==> src/rtl/simd_pipe_pkg.sv <==
// simd_pipe_pkg: shared types, forward codes and unit timing for the even-pipe issue stage
package simd_pipe_pkg;
  localparam int DEPTH = 7;
  localparam int AW = 7;
  localparam int CNTW = 16;
  localparam int SW = $clog2(DEPTH + 1);
  typedef enum logic [1:0] {U_BYTE = 2'b00, U_FX1 = 2'b01, U_FX2 = 2'b10, U_FP = 2'b11} unit_e;
  localparam logic [3:0] FWD_RF = 4'b0000;
  localparam logic [3:0] FWD_FX1 = 4'b0001;
  localparam logic [3:0] FWD_FX2 = 4'b0111;
  localparam logic [3:0] FWD_BYTE = 4'b1000;
  localparam logic [3:0] FWD_FP = 4'b1001;
  localparam logic [SW-1:0] FIRST_BYTE = SW'(4);
  localparam logic [SW-1:0] FIRST_FX1 = SW'(2);
  localparam logic [SW-1:0] FIRST_FX2 = SW'(4);
  localparam logic [SW-1:0] FIRST_FP = SW'(6);
  localparam logic [SW-1:0] LAST_FP = SW'(6);
  typedef struct packed {
    logic we;
    logic [AW-1:0] rt;
    unit_e unit;
  } tag_t;
  typedef struct packed {
    logic valid;
    logic [7:0] cse;
    logic [AW-1:0] rt;
    logic [AW-1:0] ra;
    logic [AW-1:0] rb;
    logic [AW-1:0] rc;
    logic [2:0] used;
  } ir_t;
  function automatic logic [SW-1:0] first_slot(unit_e u);
    return u == U_BYTE ? FIRST_BYTE : u == U_FX1 ? FIRST_FX1 : u == U_FX2 ? FIRST_FX2 : FIRST_FP;
  endfunction
  function automatic logic [3:0] unit_code(unit_e u);
    return u == U_BYTE ? FWD_BYTE : u == U_FX1 ? FWD_FX1 : u == U_FX2 ? FWD_FX2 : FWD_FP;
  endfunction
endpackage

==> src/rtl/even_scoreboard.sv <==
// even_scoreboard: pipe tag shift register with a youngest-match forward lookup for one source
module even_scoreboard import simd_pipe_pkg::*; (
  input  logic          clk,
  input  logic          reset,
  input  tag_t          push,
  input  logic [AW-1:0] src,
  input  logic          src_used,
  output logic          stall,
  output logic [3:0]    code
);
  tag_t [DEPTH:1] slot_q, slot_d;
  logic hit;
  logic [SW-1:0] hs;
  unit_e hu;
  always_comb slot_d = {slot_q[DEPTH-1:1], push};
  always_ff @(posedge clk) slot_q <= reset ? '0 : slot_d;
  always_comb begin
    hit = 1'b0;
    hs = '0;
    hu = U_BYTE;
    for (int s = DEPTH; s >= 1; s--) begin
      if (src_used && slot_q[s].we && slot_q[s].rt == src) begin
        hit = 1'b1;
        hs = SW'(s);
        hu = slot_q[s].unit;
      end
    end
    stall = hit && (hs < first_slot(hu) || (hu == U_FP && hs > LAST_FP));
    code = !hit || stall ? FWD_RF : hs == first_slot(hu) ? unit_code(hu) : {1'b0, hs - SW'(1)};
  end
endmodule

==> src/rtl/even_issue_stage.sv <==
// even_issue_stage: single-entry issue register with RAW hazard stall and forward-select generation
module even_issue_stage import simd_pipe_pkg::*; (
  input  logic            clk,
  input  logic            reset,
  input  logic            in_valid,
  output logic            in_ready,
  input  logic [7:0]      in_cse,
  input  logic [AW-1:0]   in_rt,
  input  logic [AW-1:0]   in_ra,
  input  logic [AW-1:0]   in_rb,
  input  logic [AW-1:0]   in_rc,
  input  logic [2:0]      in_use,
  output logic [7:0]      cse_out,
  output logic [AW-1:0]   addr_out,
  output logic [3:0]      fwd_a,
  output logic [3:0]      fwd_b,
  output logic [3:0]      fwd_c,
  output logic            issue,
  output logic [CNTW-1:0] stall_cnt
);
  ir_t ir_q, ir_d;
  logic [CNTW-1:0] stall_cnt_q, stall_cnt_d;
  logic [2:0] stall_v;
  logic [3:0] code [3];
  logic [AW-1:0] src [3];
  logic hazard;
  tag_t push;
  always_comb begin
    src = '{ir_q.ra, ir_q.rb, ir_q.rc};
    hazard = ir_q.valid && ir_q.cse[0] && |stall_v;
    issue = ir_q.valid && !hazard;
    in_ready = !ir_q.valid || issue;
    push = '{we: issue && ir_q.cse[0], rt: ir_q.rt, unit: unit_e'(ir_q.cse[2:1])};
    ir_d = in_valid && in_ready ? ir_t'{1'b1, in_cse, in_rt, in_ra, in_rb, in_rc, in_use} : issue ? '0 : ir_q;
    stall_cnt_d = hazard && !(&stall_cnt_q) ? stall_cnt_q + CNTW'(1) : stall_cnt_q;
    cse_out = issue ? ir_q.cse : '0;
    addr_out = issue ? ir_q.rt : '0;
    fwd_a = issue ? code[0] : '0;
    fwd_b = issue ? code[1] : '0;
    fwd_c = issue ? code[2] : '0;
    stall_cnt = stall_cnt_q;
  end
  always_ff @(posedge clk) begin
    ir_q <= reset ? '0 : ir_d;
    stall_cnt_q <= reset ? '0 : stall_cnt_d;
  end
  for (genvar i = 0; i < 3; i++) begin : g_sb
    even_scoreboard u_sb (
      .clk      (clk),
      .reset    (reset),
      .push     (push),
      .src      (src[i]),
      .src_used (ir_q.used[2-i]),
      .stall    (stall_v[i]),
      .code     (code[i])
    );
  end
endmodule

==> config.mk <==
export PLATFORM = sky130hd
export DESIGN_NAME = even_issue_stage
export DESIGN_NICKNAME = d
export VERILOG_FILES = /design/src/rtl/simd_pipe_pkg.sv /design/src/rtl/even_scoreboard.sv /design/src/rtl/even_issue_stage.sv
export SDC_FILE = /design/constraint.sdc
export NUM_CORES = 1
export LEC_CHECK = 0
export BUFFER_PORTS_ARGS = -buffer_cell sky130_fd_sc_hd__buf_2
export CAP_MARGIN = 40
export CORE_ASPECT_RATIO = 0.8
export CORE_UTILIZATION = 51
export CTS_CLUSTER_DIAMETER = 150
export DETAILED_ROUTE_END_ITERATION = 10
export PLACE_DENSITY = 0.81
export RECOVER_POWER = 100
export SYNTH_ARGS = -nofsm -noshare
export SYNTH_HDL_FRONTEND = slang
export SYNTH_SLANG_ARGS = --single-unit
==> constraint.sdc <==
create_clock -name clk -period 7.5 [get_ports clk]
set_clock_uncertainty 0.15 [all_clocks]
set_input_delay 0.75 -clock clk [delete_from_list [all_inputs] [get_ports clk]]
set_output_delay 0.75 -clock clk [all_outputs]
set_load 0.02 [all_outputs]
==> impl_results.md <==
- Initial DRC count: 601
- Worst EP arrival: 6430 ps
- # clock sinks: 126
- H-tree Lvls: 4
- Most frequent cell after synthesis: dfxtp_1
- Register area share after synthesis: 34.3%
- Port Buffers: 86
- Worst path most repeated cell: a21oi_1
- Placed cells: 1035
- Largest net degree at the start of global routing: 71
- Half-perimeter wire length after placement: 13900 um
- First-pass GRT wire length: 31200 um
- CP Data Required Time: 7680 ps
- Synth Instances: 820
- Commonest cells post-synth: dfxtp_1 (126), xnor2_1 (83), xor2_1 (69), nor2b_1 (65), nor2_1 (40)
- CP Max Fanout: 27
- Lkg Pwr: 3.57 nW
- Crit-path slowest cell: o21ai_0
- DR DRC count: 0
- Crit-path max cell delay: 1930 ps
- Busiest grt layer: met2
- Nets: 941
- Crit-path cells: xnor2_1, nand2_1, nor4_1, nor3b_1, a211oi_1, o22a_1, a21oi_1, a21oi_1, ha_1, nor2_1, ha_1, inv_1, a21oi_1, o31ai_1, o2111ai_4, o21ai_0, o21ai_0, a21oi_1
- Crit. End Element: flop
- Outcome: finished, violations left
- Vias: 6261
- Failing checks: max-capacitance violations, max-slew violations
- # hold bufs at CTS: 0
- GR Util met2: 43.8%
- Seq pwr share: 41.9%
- Finish-stage setup viols: 0
- Layout Cells excl Fill: 1067
- DIE WIDTH: 136 um
- Clock slew at reported path FFs: 60 ps
- Area Growth Syn to Fin: 12.1%
- Antenna diodes: 0
- CTS tree: done
- Netlist Area Pre-Place: 7360 um2
- GRT overflow: 0
- Power share of the combinational group: 6.6%
- Vias in the first global route: 5956
- Row cnt: 38
- Peak VDD IR: 239 uV
- Initial core utilization: 53.2%
- Final Hold Fails: 0
- Clock power frac: 51.5%
- Min Tclk post-route: 6250 ps
- Routing usage on met3: 6.82%
- Syn nets: 887
- Tot GR Track Use: 27.7%
- Worst-margin pin slew: 3060 ps
- RSZ-0062 raised after global routing: false
- Yosys cell types: 69
- Share of layout cells above drive strength 1: 10.5%
- Synthesized area per cell: 8.98 um2
- Worst skew pair latency: 430 ps
- Initial antenna violation count: 0
- RD Place Congestion: 0.994
- Met1 usage: 36.1%
- Cell internal pwr: 1.32 mW
- Sw frac: 23.9%
- Chip height: 109 um
- Clock Path Buffers: 2
- Core ar.: 13800 um2
- Ys async rst share: 0%
- Slew HR: -104%
- Fin crit share: 83.4%
- Top-level I/O count: 87
- Pre-antenna DRT Iters: 5
- Switching pwr: 414 uW
- Max_cap viols: 2
- Total Neg Setup Slack: 0 ps
- Via density: 5.87
- Routed Antenna Nets: 0
- Drt total wl: 19400 um
- Post CTS Setup Buffer Count: 0
- Synth top area share: 34.3%
- Clk root buf: clkbuf_16
- Main area contributors after synthesis: dfxtp_1 (34%), xnor2_1 (9.9%), xor2_1 (8.2%), nor2b_1 (5.5%), ha_1 (4.2%)
- Post-synth EDFFs: 0
- Area leader, netlist: dfxtp_1
- Pwr Density: 210 nW/um2
- #FFs+latches synth: 126
- Cts bufs inserted: 17
- Synth Warn #: 0
- Fmax achieved: 160 MHz
- Slew Viols, Final: 99
- Worst min path class: reg2reg
- Avg WL per Cell: 18.2 um
- Startpoint types: flop
- Gates resized, CTS repair: 0
- Crit Path Class: reg2reg
- Prevailing post-synth register cell: dfxtp_1
- Die area: 14900 um2
placed cells by master, fill, tap and decap left out, drive strengths merged, types with 4 or more instances in the layout:
cell type	count
dfxtp	126
xnor2	83
xor2	69
clkbuf	66
nor2b	65
buf	42
nor2	40
a21oi	37
nand2	35
nand3	34
a22o	29
o21ai	29
inv	26
and3	25
ha	25
nand4	21
nor4	17
or4	13
or3	10
o211ai	7
o31ai	7
nor3	7
mux2i	6
nand2b	6
clkinv	5
a21boi	4
a211oi	4
o22ai	4
and2	4
bufinv	4
power groups by stage:
stage	clock, mW	combinational, mW	sequential, mW
after floorplan	0	0.111	0.708
after global placement	0	0.111	0.736
after detailed placement	0	0.113	0.737
after CTS	0.898	0.115	0.723
after global routing	0.927	0.124	0.727
final	0.892	0.114	0.725
stage by stage:
step | setup slack [ps] | util, % | hold WS, ps | total power [mW] | cell area, um2
global route | 725 | 59.7 | 342 | 1.78 | 8260
detailed placement | 1880 | 55.7 | 312 | 0.850 | 7700
floorplan | 2360 | - | 290 | 0.819 | 7360
global placement | 2000 | 55.7 | 303 | 0.847 | 7700
finish | 1250 | 59.7 | 326 | 1.73 | 8260
CTS | 1360 | 60.3 | 325 | 1.74 | 8340
sequential cells by signal, summed over array words and instances (netlist names):
| name | cells |
|---|---|
| g_sb.u_sb.slot_d | 60 |
| stall_cnt | 16 |
| g_sb.u_sb.slot_q | 10 |
| ir_q | 40 |
cell families (layout without fill, tap and decap cells):
family | count (synthesis) | in the layout | share of synthesized area, %
AO/OA/AOI/OAI | 148 | 148 | 14.3
XOR/XNOR | 152 | 152 | 18.1
adder cells (fa/ha/maj) | 25 | 25 | 4.25
buffers and inverters | 76 | 143 | 5.73
flip-flops | 126 | 126 | 34.3
multiplexers | 7 | 7 | 0.968
AND/OR/NAND/NOR | 286 | 286 | 22.4
worst max-delay path: cells and delay by family (launching register included):
kind | cells | cell delay (ps)
xor+xnor | 1 | 200
buf+inv | 1 | 50
fa+ha+maj | 2 | 400
simple gates | 4 | 910
compound gates | 10 | 3780
flops | 1 | 680
final timing paths:
check	from	endpoint	slack, ps	cells past startpoint
setup / recovery	ir_q[9]$_SDFFE_PP0P_	stall_cnt[14]$_SDFFE_PP0P_	1250	18
hold / removal	ir_q[30]$_SDFFE_PP0P_	g_sb[2].u_sb.slot_d[18]$_SDFF_PP0_	330	1
hold reg to reg	ir_q[30]$_SDFFE_PP0P_	g_sb[2].u_sb.slot_d[18]$_SDFF_PP0_	330	1
setup reg to reg	ir_q[9]$_SDFFE_PP0P_	stall_cnt[14]$_SDFFE_PP0P_	1250	18
cell type report:
type | instances | area, um2
repair buffers | 88 | 385
multi-input cells | 618 | 4400
flip-flops and latches | 126 | 2520
clock buffers | 20 | 457
fillers | 1150 | 5580
clock inverters | 12 | 183
inverters | 23 | 86.3
well taps | 180 | 225
routing by layer:
metal	vias up	share of wire, %
met5	-	0
met4	0	2.6
met3	40	9.4
met2	310	45
met1	2934	43
li1	2977	-
Power figures use the tool's default switching activity.
